File: src/rtl/goertzel_pkg.sv
// -----------------------------------------------------------------------------
// goertzel_pkg
// Shared types and helpers for the Goertzel power detector.
//   det_state_t   : tone-decision FSM states
//   DEFAULT_SHIFT : default right shift applied to the 64-bit block power
//   sat_shift()   : unsigned right shift, saturated to an out_w-bit range
// -----------------------------------------------------------------------------
package goertzel_pkg;

    typedef enum logic [1:0] {
        IDLE,
        ATTACK,
        ACTIVE,
        RELEASE
    } det_state_t;

    localparam int unsigned DEFAULT_SHIFT = 35;

    // Returns power >> shift, clamped to all-ones of out_w bits when any bit at
    // or above out_w survives the shift. Upper result bits are always zero
    // for out_w < 64, so callers may simply truncate to out_w.
    function automatic logic [63:0] sat_shift(
        input logic [63:0] power,
        input int unsigned shift,
        input int unsigned out_w
    );
        logic [63:0] shifted;
        logic [63:0] limit;
        shifted = power >> shift;
        if (out_w >= 64) begin
            limit = '1;
        end else begin
            limit = (64'd1 << out_w) - 64'd1;
        end
        sat_shift = (shifted > limit) ? limit : shifted;
    endfunction

endpackage

File: src/rtl/goertzel_power_scale.sv
// -----------------------------------------------------------------------------
// goertzel_power_scale
// Front end of the detector: finds the 0->1 edge of `ready`, captures `power`
// on that edge (E0) and registers the shifted/saturated value one clock later
// (E1).
//   clock, reset : system clock, asynchronous active-high reset
//   ready        : result-ready level from the Goertzel core
//   power        : 64-bit unsigned block power, sampled on the ready edge only
//   blk_v        : one-cycle pulse, `scaled` holds a new block result
//   scaled       : power >> SHIFT, saturated to OUT_W bits
// -----------------------------------------------------------------------------
module goertzel_power_scale
    import goertzel_pkg::*;
#(
    parameter int unsigned SHIFT = DEFAULT_SHIFT,
    parameter int unsigned OUT_W = 32
) (
    input  logic             clock,
    input  logic             reset,
    input  logic             ready,
    input  logic [63:0]      power,
    output logic             blk_v,
    output logic [OUT_W-1:0] scaled
);

    logic             ready_dly_q, ready_dly_d;
    logic             new_blk_q,   new_blk_d;
    logic [63:0]      power_q,     power_d;
    logic             blk_v_q,     blk_v_d;
    logic [OUT_W-1:0] scaled_q,    scaled_d;

    // NOTE: every variable gets its hold value first so no path leaves it
    // unassigned; that is what keeps a combinational block from becoming a latch.
    always_comb begin
        ready_dly_d = ready;
        new_blk_d   = ready & ~ready_dly_q;
        power_d     = power_q;
        if (new_blk_d) begin
            power_d = power;
        end

        blk_v_d  = new_blk_q;
        scaled_d = scaled_q;
        if (new_blk_q) begin
            scaled_d = OUT_W'(sat_shift(power_q, SHIFT, OUT_W));
        end
    end

    // NOTE: state registers use non-blocking assignments so every flop samples
    // the pre-edge values of its inputs regardless of statement order.
    always_ff @(posedge clock or posedge reset) begin
        if (reset) begin
            // Starts high so a `ready` already asserted when reset releases is
            // treated as a stale result, not a new block.
            ready_dly_q <= 1'b1;
            new_blk_q   <= 1'b0;
            power_q     <= '0;
            blk_v_q     <= 1'b0;
            scaled_q    <= '0;
        end else begin
            ready_dly_q <= ready_dly_d;
            new_blk_q   <= new_blk_d;
            power_q     <= power_d;
            blk_v_q     <= blk_v_d;
            scaled_q    <= scaled_d;
        end
    end

    assign blk_v  = blk_v_q;
    assign scaled = scaled_q;

endmodule

File: src/rtl/goertzel_power_detector.sv
// -----------------------------------------------------------------------------
// goertzel_power_detector
// Per Goertzel block: scales the power, runs a hysteretic tone decision with
// multi-block confirmation, and offers one result downstream over valid/ack.
//   clock, reset   : system clock, asynchronous active-high reset
//   ready, power   : result stream from the Goertzel core (new block on 0->1)
//   threshold_on   : attack threshold on the scaled power (>=)
//   threshold_off  : release threshold on the scaled power (<)
//   result_ack     : downstream accepts the pending result
//   result_valid   : a result is pending
//   result_power   : scaled power of the pending result
//   detected       : tone-present decision
//   overrun        : sticky, a pending result was overwritten before its ack
//   block_count    : number of blocks received, wrapping at 16 bits
// -----------------------------------------------------------------------------
module goertzel_power_detector
    import goertzel_pkg::*;
#(
    parameter int unsigned SHIFT          = DEFAULT_SHIFT,
    parameter int unsigned OUT_W          = 32,
    parameter int unsigned CONFIRM_BLOCKS = 3,
    parameter int unsigned RELEASE_BLOCKS = 3
) (
    input  logic             clock,
    input  logic             reset,
    input  logic             ready,
    input  logic [63:0]      power,
    input  logic [OUT_W-1:0] threshold_on,
    input  logic [OUT_W-1:0] threshold_off,
    input  logic             result_ack,
    output logic             result_valid,
    output logic [OUT_W-1:0] result_power,
    output logic             detected,
    output logic             overrun,
    output logic [15:0]      block_count
);

    localparam logic [3:0] CONFIRM_N = 4'(CONFIRM_BLOCKS);
    localparam logic [3:0] RELEASE_N = 4'(RELEASE_BLOCKS);

    logic             blk_v;
    logic [OUT_W-1:0] scaled;

    goertzel_power_scale #(
        .SHIFT (SHIFT),
        .OUT_W (OUT_W)
    ) u_scale (
        .clock  (clock),
        .reset  (reset),
        .ready  (ready),
        .power  (power),
        .blk_v  (blk_v),
        .scaled (scaled)
    );

    det_state_t       state_q,        state_d;
    logic [3:0]       cnt_q,          cnt_d;
    logic             result_valid_q, result_valid_d;
    logic [OUT_W-1:0] result_power_q, result_power_d;
    logic             overrun_q,      overrun_d;
    logic [15:0]      block_count_q,  block_count_d;

    logic       above_on;
    logic       below_off;
    logic [3:0] cnt_inc;

    assign above_on  = (scaled >= threshold_on);
    assign below_off = (scaled <  threshold_off);
    assign cnt_inc   = cnt_q + 4'd1;

    // Decision FSM: `cnt` is the length of the current run of blocks on the
    // far side of the active threshold; a single block on the near side
    // aborts the run and returns to the settled state.
    always_comb begin
        state_d = state_q;
        cnt_d   = cnt_q;
        if (blk_v) begin
            unique case (state_q)
                IDLE: begin
                    if (above_on) begin
                        cnt_d   = 4'd1;
                        state_d = (CONFIRM_N == 4'd1) ? ACTIVE : ATTACK;
                    end
                end
                ATTACK: begin
                    if (above_on) begin
                        cnt_d = cnt_inc;
                        if (cnt_inc == CONFIRM_N) begin
                            state_d = ACTIVE;
                        end
                    end else begin
                        cnt_d   = 4'd0;
                        state_d = IDLE;
                    end
                end
                ACTIVE: begin
                    if (below_off) begin
                        cnt_d   = 4'd1;
                        state_d = (RELEASE_N == 4'd1) ? IDLE : RELEASE;
                    end
                end
                RELEASE: begin
                    if (below_off) begin
                        cnt_d = cnt_inc;
                        if (cnt_inc == RELEASE_N) begin
                            state_d = IDLE;
                        end
                    end else begin
                        cnt_d   = 4'd0;
                        state_d = ACTIVE;
                    end
                end
                default: begin
                    state_d = IDLE;
                    cnt_d   = 4'd0;
                end
            endcase
        end
    end

    // Result handshake. An ack retires the pending result; a block landing on
    // the same edge simply replaces it, so the new-block branch comes last.
    always_comb begin
        result_valid_d = result_valid_q;
        result_power_d = result_power_q;
        overrun_d      = overrun_q;
        block_count_d  = block_count_q;

        if (result_valid_q && result_ack) begin
            result_valid_d = 1'b0;
        end
        if (blk_v) begin
            result_valid_d = 1'b1;
            result_power_d = scaled;
            block_count_d  = block_count_q + 16'd1;
            if (result_valid_q && !result_ack) begin
                overrun_d = 1'b1;
            end
        end
    end

    always_ff @(posedge clock or posedge reset) begin
        if (reset) begin
            state_q        <= IDLE;
            cnt_q          <= 4'd0;
            result_valid_q <= 1'b0;
            result_power_q <= '0;
            overrun_q      <= 1'b0;
            block_count_q  <= 16'd0;
        end else begin
            state_q        <= state_d;
            cnt_q          <= cnt_d;
            result_valid_q <= result_valid_d;
            result_power_q <= result_power_d;
            overrun_q      <= overrun_d;
            block_count_q  <= block_count_d;
        end
    end

    assign result_valid = result_valid_q;
    assign result_power = result_power_q;
    assign detected     = (state_q == ACTIVE) || (state_q == RELEASE);
    assign overrun      = overrun_q;
    assign block_count  = block_count_q;

endmodule
File: config.mk
export PLATFORM = sky130hd
export DESIGN_NAME = goertzel_power_detector
export DESIGN_NICKNAME = d
export VERILOG_FILES = /design/src/rtl/goertzel_pkg.sv /design/src/rtl/goertzel_power_scale.sv /design/src/rtl/goertzel_power_detector.sv
export SDC_FILE = /design/constraint.sdc
export NUM_CORES = 1
export LEC_CHECK = 0
export BUFFER_PORTS_ARGS = -buffer_cell sky130_fd_sc_hd__buf_4
export CAP_MARGIN = 0
export CORE_ASPECT_RATIO = 0.7
export CORE_UTILIZATION = 27
export DETAILED_ROUTE_END_ITERATION = 12
export GPL_TIMING_DRIVEN = 0
export SETUP_SLACK_MARGIN = 0.1
export SLEW_MARGIN = 40
export SYNTH_ARGS = -nofsm -noshare
export SYNTH_HDL_FRONTEND = slang
export SYNTH_SLANG_ARGS = --single-unit
File: constraint.sdc
create_clock -name clock -period 4.55 [get_ports clock]
set_input_delay 0.91 -clock clock [delete_from_list [all_inputs] [get_ports clock]]
set_output_delay 0.91 -clock clock [all_outputs]
set_load 0.005 [all_outputs]
==> results of run 1 <==
[final timing paths]
kind | end | cells after the start | from
setup / recovery | cnt_q[3] | 10 | threshold_off[25]
hold / removal | u_scale.blk_v | 0 | u_scale.blk_v_d
setup reg to reg | cnt_q[3] | 8 | u_scale.scaled[25]
hold reg to reg | u_scale.blk_v | 0 | u_scale.blk_v_d
max in group asynchronous | u_scale.ready_dly_q | 3 | reset
min in group asynchronous | result_power[3] | 2 | reset
[flip-flops by register name, summed over array words and instances (netlist names)]
register and flops:
u_scale.scaled 29, cnt_q 4, u_scale.blk_v_d 1, block_count 16, result_valid 1, state_q 2
u_scale.ready_dly_q 1, u_scale.power_q 29, overrun 1, u_scale.blk_v 1, result_power 29
[power groups by stage]
stage | Sequential [mW] | Clock [mW] | Combinational [mW]
floorplan | 1.39 | 0 | 0.468
global placement | 1.44 | 0 | 0.816
detailed placement | 1.45 | 0 | 0.838
CTS | 1.43 | 1.41 | 0.843
global route | 1.47 | 1.46 | 0.935
finish | 1.42 | 1.37 | 0.823
[cell families (layout without fill, tap and decap cells)]
kind of cell | count (synthesis) | after routing | share of synthesized area (%)
and+or+nand+nor | 82 | 82 | 7.21
other | 1 | 3 | 0.0640
adders and majority gates | 60 | 60 | 12.8
muxes | 87 | 87 | 16.7
AOI/OAI and AO/OA | 61 | 61 | 6.89
xor gates and xnor gates | 16 | 16 | 2.39
DFF | 114 | 114 | 48.7
buffers and inverters | 79 | 255 | 5.25
[cells in the final DEF, fill, tap and decap left out, types with 4 or more instances in the layout]
cell type / n
nor3_1: 4
clkbuf_16: 17
nand4_1: 6
inv_1: 63
and4_1: 4
buf_4: 147
clkbuf_1: 10
xnor2_1: 11
ha_1: 60
nand2_1: 29
nand2b_1: 4
mux2_2: 87
xor2_1: 5
o21ai_0: 14
and3_1: 4
nand3_1: 12
dfrtp_1: 113
a21oi_1: 20
nor2_1: 10
[area by class of cell]
| cell class | instances | area, µm² |
|---|---|---|
| Sequential cell | 114 | 2850 |
| Tap cell | 276 | 345 |
| Buffer | 15 | 70.1 |
| Timing Repair Buffer | 145 | 1110 |
| Clock inverter | 9 | 130 |
| Clock buffer | 22 | 474 |
| Multi-Input combinational cell | 309 | 2710 |
| Fill cell | 2114 | 13100 |
| Inverter | 64 | 248 |
[worst max-delay path, delay by kind of cell]
family                   cells  cell delay (ns)
AND/OR/NAND/NOR              1             0.05
AO/OA/AOI/OAI                6             1.75
adder cells (fa/ha/maj)      1             0.29
buffers and inverters        2             0.10
[stage by stage]
step                area, µm²  total power, mW  util [%]  std cells
global route             7940             3.87      37.7        954
detailed placement       7330             2.28      34.9        923
finish                   7940             3.62      37.7        954
CTS                      7940             3.69      37.7        954
global placement         7300             2.26      34.7        922
floorplan                5870             1.86         -        502
[metal layers]
| layer | track usage (%) | vias to the layer above | wire (µm) |
|---|---|---|---|
| li1 | - | 2085 | - |
| met1 | 20.9 | 2030 | 7650 |
| met2 | 19.8 | 103 | 6000 |
| met3 | 3.98 | 14 | 815 |
| met4 | 3.47 | 0 | 156 |
| met5 | 0 | - | 0 |
==> results.md, run 1 <==
- Max Fanout on Critical Path: 3
- Vias in the first global route: 4,315
- TritonCTS clock tree: yes
- Switching share of power: 27.5%
- Total grt overflow: 0
- Num rows: 44
- Int Pwr: 2.62 mW
- Most used DFF post-synth: dfrtp_1
- Routed Wire Length: 14.6 mm
- Dominant cell type by area after synthesis: dfrtp_1
- Setup Skew: 0.00802 ns
- GPL Wtd Cong: 0.760
- Clk Latency, worst-skew pair: 0.41 ns
- Crit. End Element: flop
- Period minus WS final: 2.81 ns
- Worst reg2reg setup slack: 1.91 ns
- Worst slew pin tran: 0.764 ns
- Lkg Pwr: 3.87 nW
- Status: complete, no violations
- Final hold violation count: 0
- Iteration-0 DRC count of the detailed router: 136
- Fin. max-slew vios: 0
- Dpl ws: 1.26 ns
- Initial Util: 27.9%
- Placeable Area: 0.0210 mm²
- Max_cap viols: 0
- VDD IR max: 0.202 mV
- Top post-synthesis cells by count: dfrtp_1, mux2_2, inv_1, ha_1, nand2_1
- Largest stage delay, worst path: 0.57 ns
- Routed Antenna Nets: 0
- Crit path required time: 4.84 ns
- Root Buffer: clkbuf_16
- Via count: 4,232
- Clock transition at the registers of the reported paths: 0.05 ns
- Final setup fails: 0
- Vias/cell: 4.44
- Share of post-route cells with drive strength above 1: 41.2%
- CTS Buf Count: 17
- Die width: 178 µm
- Hold Buf Count CTS: 0
- Setup TNS: 0 ns
- Cell with the most instances after synthesis: dfrtp_1
- I/O Pins: 183
- CP max-delay cell: a2111oi_0
- Worst setup path class: primary input to flop
- Post-synthesis async set-or-reset flop share: 100%
- Largest net degree at the start of global routing: 60
- Routed WL per cell: 15.3 µm
- Initial antenna violation count: 0
- Synth unique cells: 45
- Clock power share: 37.9%
- Final worst path period share: 61.8%
- Input/output buffers: 144
- Diode count: 0
- Ranking of synthesized cells by area: dfrtp_1, mux2_2, ha_1, inv_1, nand2_1
- RSZ-0062 raised after global routing: no
- Relative slew margins: 49.0%
- Synthesized instance count: 500
- Area growth syn-to-layout: 35.4%
- Number of synthesized flops with an enable pin: 0
- Post-Syn Area: 0.00586 mm²
- Arrival time worst endpoint: 3.10 ns
- Sequential power share: 39.4%
- Clock buffer depth: 2
- Startpoint types: primary input
- DRC: 0
- Sequential element share of the synthesized area: 48.7%
- CP Cell Sequence: buf_4, inv_1, ha_1, a21oi_1, nor2_1, a2111oi_0, o22ai_1, a311oi_2, o31ai_2, a32o_1
- HP Class: flop to flop
- Nets@finish: 858
- Syn_area_per_cell: 11.7 µm²
- CTS resizes: 0
- Comb power frac: 22.8%
- Psw: 0.993 mW
- CTS H-tree lvls: 4
- PnR worst setup slack: 1.74 ns
- Synth top area share: 48.2%
- Fmax: 0.356 GHz
- Hold WS: 0.414 ns
- Die height: 125 µm
- HPWL Detailed: 11.3 mm
- Synth warn: 0
- First-pass GRT wire length: 23.5 mm
- Total track usage: 14.1%
- Clock sink count: 114
- Number of setup buffers added after CTS: 0
- Die area: 0.0223 mm²
- Flops & latches, synth: 114
- PD cells: 456 mW/mm²
- TritonRoute pass-1 iters: 4
No activity file was read; power rests on OpenSTA's default activity.
==> inputs of run 2 (changes only) <==
==> constraint.sdc (replaced) <==
create_clock -name clock -period 2.6 [get_ports clock]
set_input_delay 0.52 -clock clock [delete_from_list [all_inputs] [get_ports clock]]
set_output_delay 0.52 -clock clock [all_outputs]
set_load 0.005 [all_outputs]
==> results.md, run 2 (synthesis results as in run 1) <==
- HPWL Detailed: 11.6 mm (+2.5%)
- First-pass GRT wire length: 23.7 mm (+0.73%)
- Crit path required time: 2.89 ns (-1.95 ns)
- Max Fanout on Critical Path: 4 (+1)
- Initial Util: 27.9% (unchanged)
- Largest net degree at the start of global routing: 24 (-60%)
- Final hold violation count: 0 (unchanged)
- Routed Wire Length: 14.9 mm (+2.1%)
- Fmax: 0.412 GHz
- Total track usage: 14.3% (+0.19 points)
- Clock sink count: 114 (unchanged)
- Die width: 178 µm (unchanged)
- Via count: 4,233 (+0.024%)
- Worst setup path class: flop to flop
- Iteration-0 DRC count of the detailed router: 97 (-29%)
- Nets@finish: 863 (+0.58%)
- Placeable Area: 0.0210 mm² (unchanged)
- Clock transition at the registers of the reported paths: 0.05 ns (about the same)
- Arrival time worst endpoint: 2.72 ns (-0.38 ns)
- Most common cell after layout, fill and taps aside: buf_4
- DRC: 0 (unchanged)
- Final setup fails: 0 (unchanged)
- CTS H-tree lvls: 4 (unchanged)
- Input/output buffers: 144 (unchanged)
- Worst slew pin tran: 0.786 ns (+0.0214 ns)
- Startpoint types: flop
- Vias/cell: 4.41 (-0.50%)
- Area growth syn-to-layout: 37.4%
- GPL Wtd Cong: 0.759 (-0.17%)
- Fin. max-slew vios: 0 (unchanged)
- RSZ-0062 raised after global routing: no
- Clk Latency, worst-skew pair: 0.41 ns (about the same)
- Num rows: 44 (unchanged)
- HP Class: primary input to async pin
- VDD IR max: 0.450 mV (+120%)
- Largest stage delay, worst path: 0.43 ns (-0.14 ns)
- Fillers: 2,090 (-1.1%)
- I/O Pins: 183 (unchanged)
- Initial antenna violation count: 0 (unchanged)
- PnR worst setup slack: 0.173 ns (-1.57 ns)
- CP Cell Sequence: ha_1, a2111o_1, a31oi_4, o21ai_1, a311oi_2, o31ai_2, a32o_1
- Routed Antenna Nets: 0 (unchanged)
- Final Cell Area: 0.00806 mm² (+1.5%)
- Routed WL per cell: 15.6 µm (+1.5%)
- CP max-delay cell: dfrtp_1
- Crit. End Element: flop
- Diode count: 0 (unchanged)
- CTS Buf Count: 17 (unchanged)
- TritonCTS clock tree: yes
- Final worst path period share: 93.4%
- Most used cells in the layout excluding fill and tap cells: buf_4, dfrtp_1, mux2_2, inv_1, ha_1
- Die area: 0.0223 mm² (unchanged)
- Status: complete, no violations
- Dpl ws: -0.215 ns (-1.48 ns)
- TritonRoute pass-1 iters: 4 (unchanged)
- Setup Skew: 0.0105 ns (+0.00250 ns)
- Area after DPL: 0.00743 mm² (+1.3%)
- Die height: 125 µm (unchanged)
- Vias in the first global route: 4,296 (-0.44%)
- Lkg Pwr: 3.91 nW (+0.94%)
- Share of post-route cells with drive strength above 1: 42.3% (+1.2 points)
- Total grt overflow: 0 (unchanged)
- Root Buffer: clkbuf_16
- Relative slew margins: 47.6% (-1.4 points)
- Period minus WS final: 2.43 ns
- Max_cap viols: 0 (unchanged)
- PD cells: 791 mW/mm² (+74%)
- Clock buffer depth: 2 (unchanged)
## run 2: cell types whose count changed in the layout (fill, tap and decap cells not counted), moves of 2 or more
cell and change:
a31oi_1 -2, buf_12 +2, dfrtp_2 +2, clkinvlp_4 +2
o21ai_0 -2, dfrtp_1 -2, o21ai_1 +2, buf_16 +2
## run 2: final timing paths
| path | startpoint | end | slack (ns) | depth (start not counted) |
|---|---|---|---|---|
| worst max-delay path | u_scale.scaled[1] | cnt_q[2] | 0.17 | 7 |
| worst min-delay path | reset | result_power[0] | 0.09 | 2 |
| worst max register to register | u_scale.scaled[1] | cnt_q[2] | 0.17 | 7 |
| worst min register to register | u_scale.blk_v_d | u_scale.blk_v | 0.43 | 0 |
| max in group asynchronous | reset | u_scale.scaled[14] | 1.69 | 5 |
| min in group clock | ready | u_scale.ready_dly_q | 0.23 | 1 |
## run 2: per-layer routing
layer  global-route usage [%]  wire [µm]
met2                     19.7       6200
met5                        0          0
met1                     21.3       7870
met3                     3.80        687
met4                     4.42        171
## run 2: what timing repair did
item | 4_1_cts | 5_1_grt
gates cloned | 0 | 0
resized for setup | 3 | 6
setup buffers | 0 | 1
pin swaps | 0 | 6
setup endpoints to repair | 5 | 5
hold buffers | 0 | 0
## run 2: final cells by class
| cell class | count | area [µm²] | share of cell area, % |
|---|---|---|---|
| multi-input cells | 309 | 2740 | 34.0 |
| well taps | 276 | 345 | 4.29 |
| flip-flops and latches | 114 | 2860 | 35.5 |
| clock inverters | 10 | 134 | 1.66 |
| inverters | 64 | 244 | 3.03 |
| plain buffers | 15 | 70.1 | 0.870 |
| clock buffers | 21 | 460 | 5.71 |
| repair buffers | 150 | 1210 | 15.0 |
## run 2: worst max-delay path: cells and delay by family (launching register included)
family / cells / cell delay (ns)
AOI/OAI and AO/OA: 6 / 1.59
DFF: 1 / 0.43
adders and majority gates: 1 / 0.29
## run 2: through the flow
step	hold WS (ns)	setup TNS [ns]	util [%]	power, mW	std cells
floorplan	0.389	0	-	3.25	502
global placement	0.425	-25.48	34.7	3.96	922
detailed placement	0.426	-0.937	35.3	4.01	927
CTS	0.0815	0	38.2	6.47	958
global route	0.0910	0	38.3	6.81	959
finish	0.0902	0	38.3	6.37	959
## run 2: power by group
part | leakage [nW] | internal [mW] | switching [mW]
Clock | 0.289 | 1.55 | 0.839
Combinational | 2.24 | 0.886 | 0.606
Sequential | 1.38 | 2.16 | 0.334
Total | 3.91 | 4.59 | 1.78
==> inputs of run 3 (changes only) <==
--- a/config.mk
+++ b/config.mk
@@ -15,4 +15,5 @@
 export SLEW_MARGIN = 40
 export SYNTH_ARGS = -nofsm -noshare
 export SYNTH_HDL_FRONTEND = slang
+export SYNTH_HIERARCHICAL = 1
 export SYNTH_SLANG_ARGS = --single-unit
==> results.md, run 3 <==
- Most used DFF post-synth: dfrtp_1
- Via count: 4,401 (+4.0%)
- Final hold violation count: 0 (unchanged)
- Post-Syn Area: 0.00621 mm² (+6.0%)
- HPWL Detailed: 11.8 mm (+1.3%)
- Die area: 0.0236 mm² (+5.9%)
- Vias in the first global route: 4,348 (+1.2%)
- Largest net degree at the start of global routing: 37 (+54%)
- Synth Area in Compound Gates: 7.05% (+0.16 points)
- Relative slew margins: 52.8% (+5.2 points)
- Clock buffer depth: 2 (unchanged)
- Startpoint types: flop
- Fin. max-slew vios: 0 (unchanged)
- Initial antenna violation count: 0 (unchanged)
- Crit path required time: 2.90 ns (about the same)
- Nets@finish: 892 (+3.4%)
- Placeable Area: 0.0226 mm² (+7.6%)
- Most used cells in the layout excluding fill and tap cells: buf_4, dfrtp_1, mux2_2, inv_1, ha_1
- I/O Pins: 183 (unchanged)
- HP Class: primary input to async pin
- Hold Buf Count CTS: 0 (unchanged)
- VDD IR max: 0.427 mV (-5.2%)
- DRC: 0 (unchanged)
- Total power: 6.98 mW (+9.5%)
- Flops & latches, synth: 117 (+2.6%)
- Ranking of synthesized cells by area: dfrtp_1, mux2_2, ha_1, inv_1, mux2_4
- Synthesized instance count: 523 (+4.6%)
- Total track usage: 14.0% (-0.27 points)
- Area growth syn-to-layout: 36.6%
- Max Fanout on Critical Path: 5 (+1)
- Dominant cell type by area after synthesis: dfrtp_1
- Sequential element share of the synthesized area: 47.2% (-1.5 points)
- Reg-to-Reg End: cnt_q[1]
- CTS Buf Count: 17 (unchanged)
- Synth unique cells: 50 (+11%)
- Num rows: 46 (+4.5%)
- Final non-filler cell total: 1,019 (+6.3%)
- Final setup fails: 0 (unchanged)
- Placed cell count: 986 (+6.4%)
- Syn_area_per_cell: 11.9 µm² (+1.3%)
- Period minus WS final: 2.45 ns (+0.0250 ns)
- Input/output buffers: 147 (+2.1%)
- Fillers: 2,240 (+7.2%)
- Share of post-route cells with drive strength above 1: 42.6% (+0.26 points)
- TritonCTS clock tree: yes
- PD cells: 822 mW/mm² (+4.0%)
- Total grt overflow: 0 (unchanged)
- Iteration-0 DRC count of the detailed router: 182 (+88%)
- Routed Antenna Nets: 0 (unchanged)
- Root Buffer: clkbuf_16
- Crit. End Element: flop
- Post-synthesis mux area share: 17.4% (+0.69 points)
- Clk Latency, worst-skew pair: 0.41 ns (about the same)
- Setup TNS: 0 ns (unchanged)
- Fmax: 0.408 GHz (-1.0%)
- RSZ-0062 raised after global routing: yes
- Top post-synthesis cells by count: dfrtp_1, mux2_2, inv_1, ha_1, nand2_1
- Routed Wire Length: 15.6 mm (+4.4%)
- TritonRoute pass-1 iters: 4 (unchanged)
- Synthesized-area fraction occupied by xor and xnor cells: 2.11% (-0.28 points)
- Synth Area in Adders: 13.3% (+0.49 points)
- Max FFs per register: 32
- Lkg Pwr: 4.14 nW (+5.8%)
- Main combinational cell family by area after synthesis: multiplexers
- Die height: 129 µm (+2.9%)
- Die width: 183 µm (+2.9%)
- Worst setup path startpoint: u_scale/scaled[7]
- Cell with the most instances after synthesis: dfrtp_1
- Clock transition at the registers of the reported paths: 0.05 ns (about the same)
- Worst slew pin tran: 0.707 ns (-0.0784 ns)
- Diode count: 0 (unchanged)
- Vias/cell: 4.32 (-2.2%)
- GPL Wtd Cong: 0.772 (+1.7%)
- Synth warn: 6 (+6)
- Synth Area in Simple Gates: 6.71% (-0.51 points)
- Max_cap viols: 0 (unchanged)
- Most common cell after layout, fill and taps aside: buf_4
- R2R depth: 8 (+1)
- Arrival time worst endpoint: 2.76 ns (+0.04 ns)
- Final worst path period share: 94.3% (+0.96 points)
- Hold WS: 0.118 ns (+0.0277 ns)
- Status: complete, no violations
- Initial Util: 27.5% (-0.42 points)
- CTS H-tree lvls: 4 (unchanged)
- Util after Layout: 37.5% (-0.79 points)
- First-pass GRT wire length: 24.6 mm (+3.6%)
- Routed WL per cell: 15.3 µm (-1.7%)
- Clock sink count: 117 (+2.6%)
- Synth top area share: 46.7% (-1.5 points)
- Post-synthesis async set-or-reset flop share: 100% (unchanged)
- Launch point of the worst reg-to-reg path: u_scale/scaled[7]
- Number of synthesized flops with an enable pin: 0 (unchanged)
- Worst reg2reg setup slack: 0.15 ns (-0.03 ns)
- Setup Skew: 0.0120 ns (+0.00145 ns)
- Worst setup path class: flop to flop
run 3: cell count changes after synthesis, moves of 5 or more:
cell / before / now
buf_6: 0 / 5
nand3_1: 12 / 6
nor2_1: 10 / 15
mux2_2: 87 / 80
mux2_4: 0 / 12
nand4_1: 6 / 15
ha_1: 60 / 66
inv_1: 64 / 72
run 3: critical path, stage by stage (launching register included):
cell,delay [ns]
dfrtp_1,0.42
ha_1,0.32
nand2_1,0.11
o21ai_0,0.38
a2bb2oi_1,0.19
a31oi_4,0.25
nor2_1,0.09
mux2_4,0.33
o32ai_1,0.26
run 3: worst max path at each step:
stage,endpoint,cells after the start
4_1_cts,cnt_q[1],8
2_1_floorplan,cnt_q[2],8
3_5_place_dp,cnt_q[1],10
5_1_grt,cnt_q[3],9
3_3_place_gp,block_count[15],2
6_report,cnt_q[1],8
run 3: cell type report:
| cell class | count | area (µm²) | share of cell area [%] |
|---|---|---|---|
| inverters | 72 | 275 | 3.24 |
| flip-flops and latches | 117 | 2930 | 34.5 |
| well taps | 312 | 390 | 4.60 |
| repair buffers | 150 | 1150 | 13.6 |
| multi-input cells | 321 | 2980 | 35.1 |
| clock inverters | 9 | 178 | 2.09 |
| clock buffers | 23 | 468 | 5.51 |
| plain buffers | 15 | 118 | 1.39 |
run 3: power breakdown:
group	switching [mW]	leakage, nW	internal (mW)	total (mW)
Combinational	0.726	2.42	1.01	1.74
Clock	0.862	0.304	1.75	2.61
Sequential	0.387	1.41	2.24	2.63
Total	1.97	4.14	5.00	6.98
run 3: cell families after synthesis:
logic type / Yosys count
other: 1
AO/OA/AOI/OAI: 63
AND/OR/NAND/NOR: 82
XOR/XNOR: 15
flip-flops: 117
multiplexers: 92
buffers and inverters: 87
adder cells (fa/ha/maj): 66
run 3: what timing repair did:
| item | CTS | global route |
|---|---|---|
| setup endpoints to repair | 5 | 5 |
| buffers inserted | 0 | 1 |
| pin swaps | 4 | 5 |
| resized for setup | 9 | 4 |
run 3: per-layer routing:
metal	global-route usage (%)	up-vias	part of all wire, %
met3	3.31	8	3.5
li1	-	2160	-
met5	0	-	0
met4	3.97	0	0.85
met1	21.4	2134	55
met2	19.3	99	41
run 3: metrics by stage:
stage | area (µm²) | setup WS, ns
6_report | 8490 | 0.147
5_1_grt | 8490 | 0.0120
4_1_cts | 8450 | 0.0883
3_5_place_dp | 7760 | -0.409
3_3_place_gp | 7710 | -0.469
2_1_floorplan | 6220 | 0.315
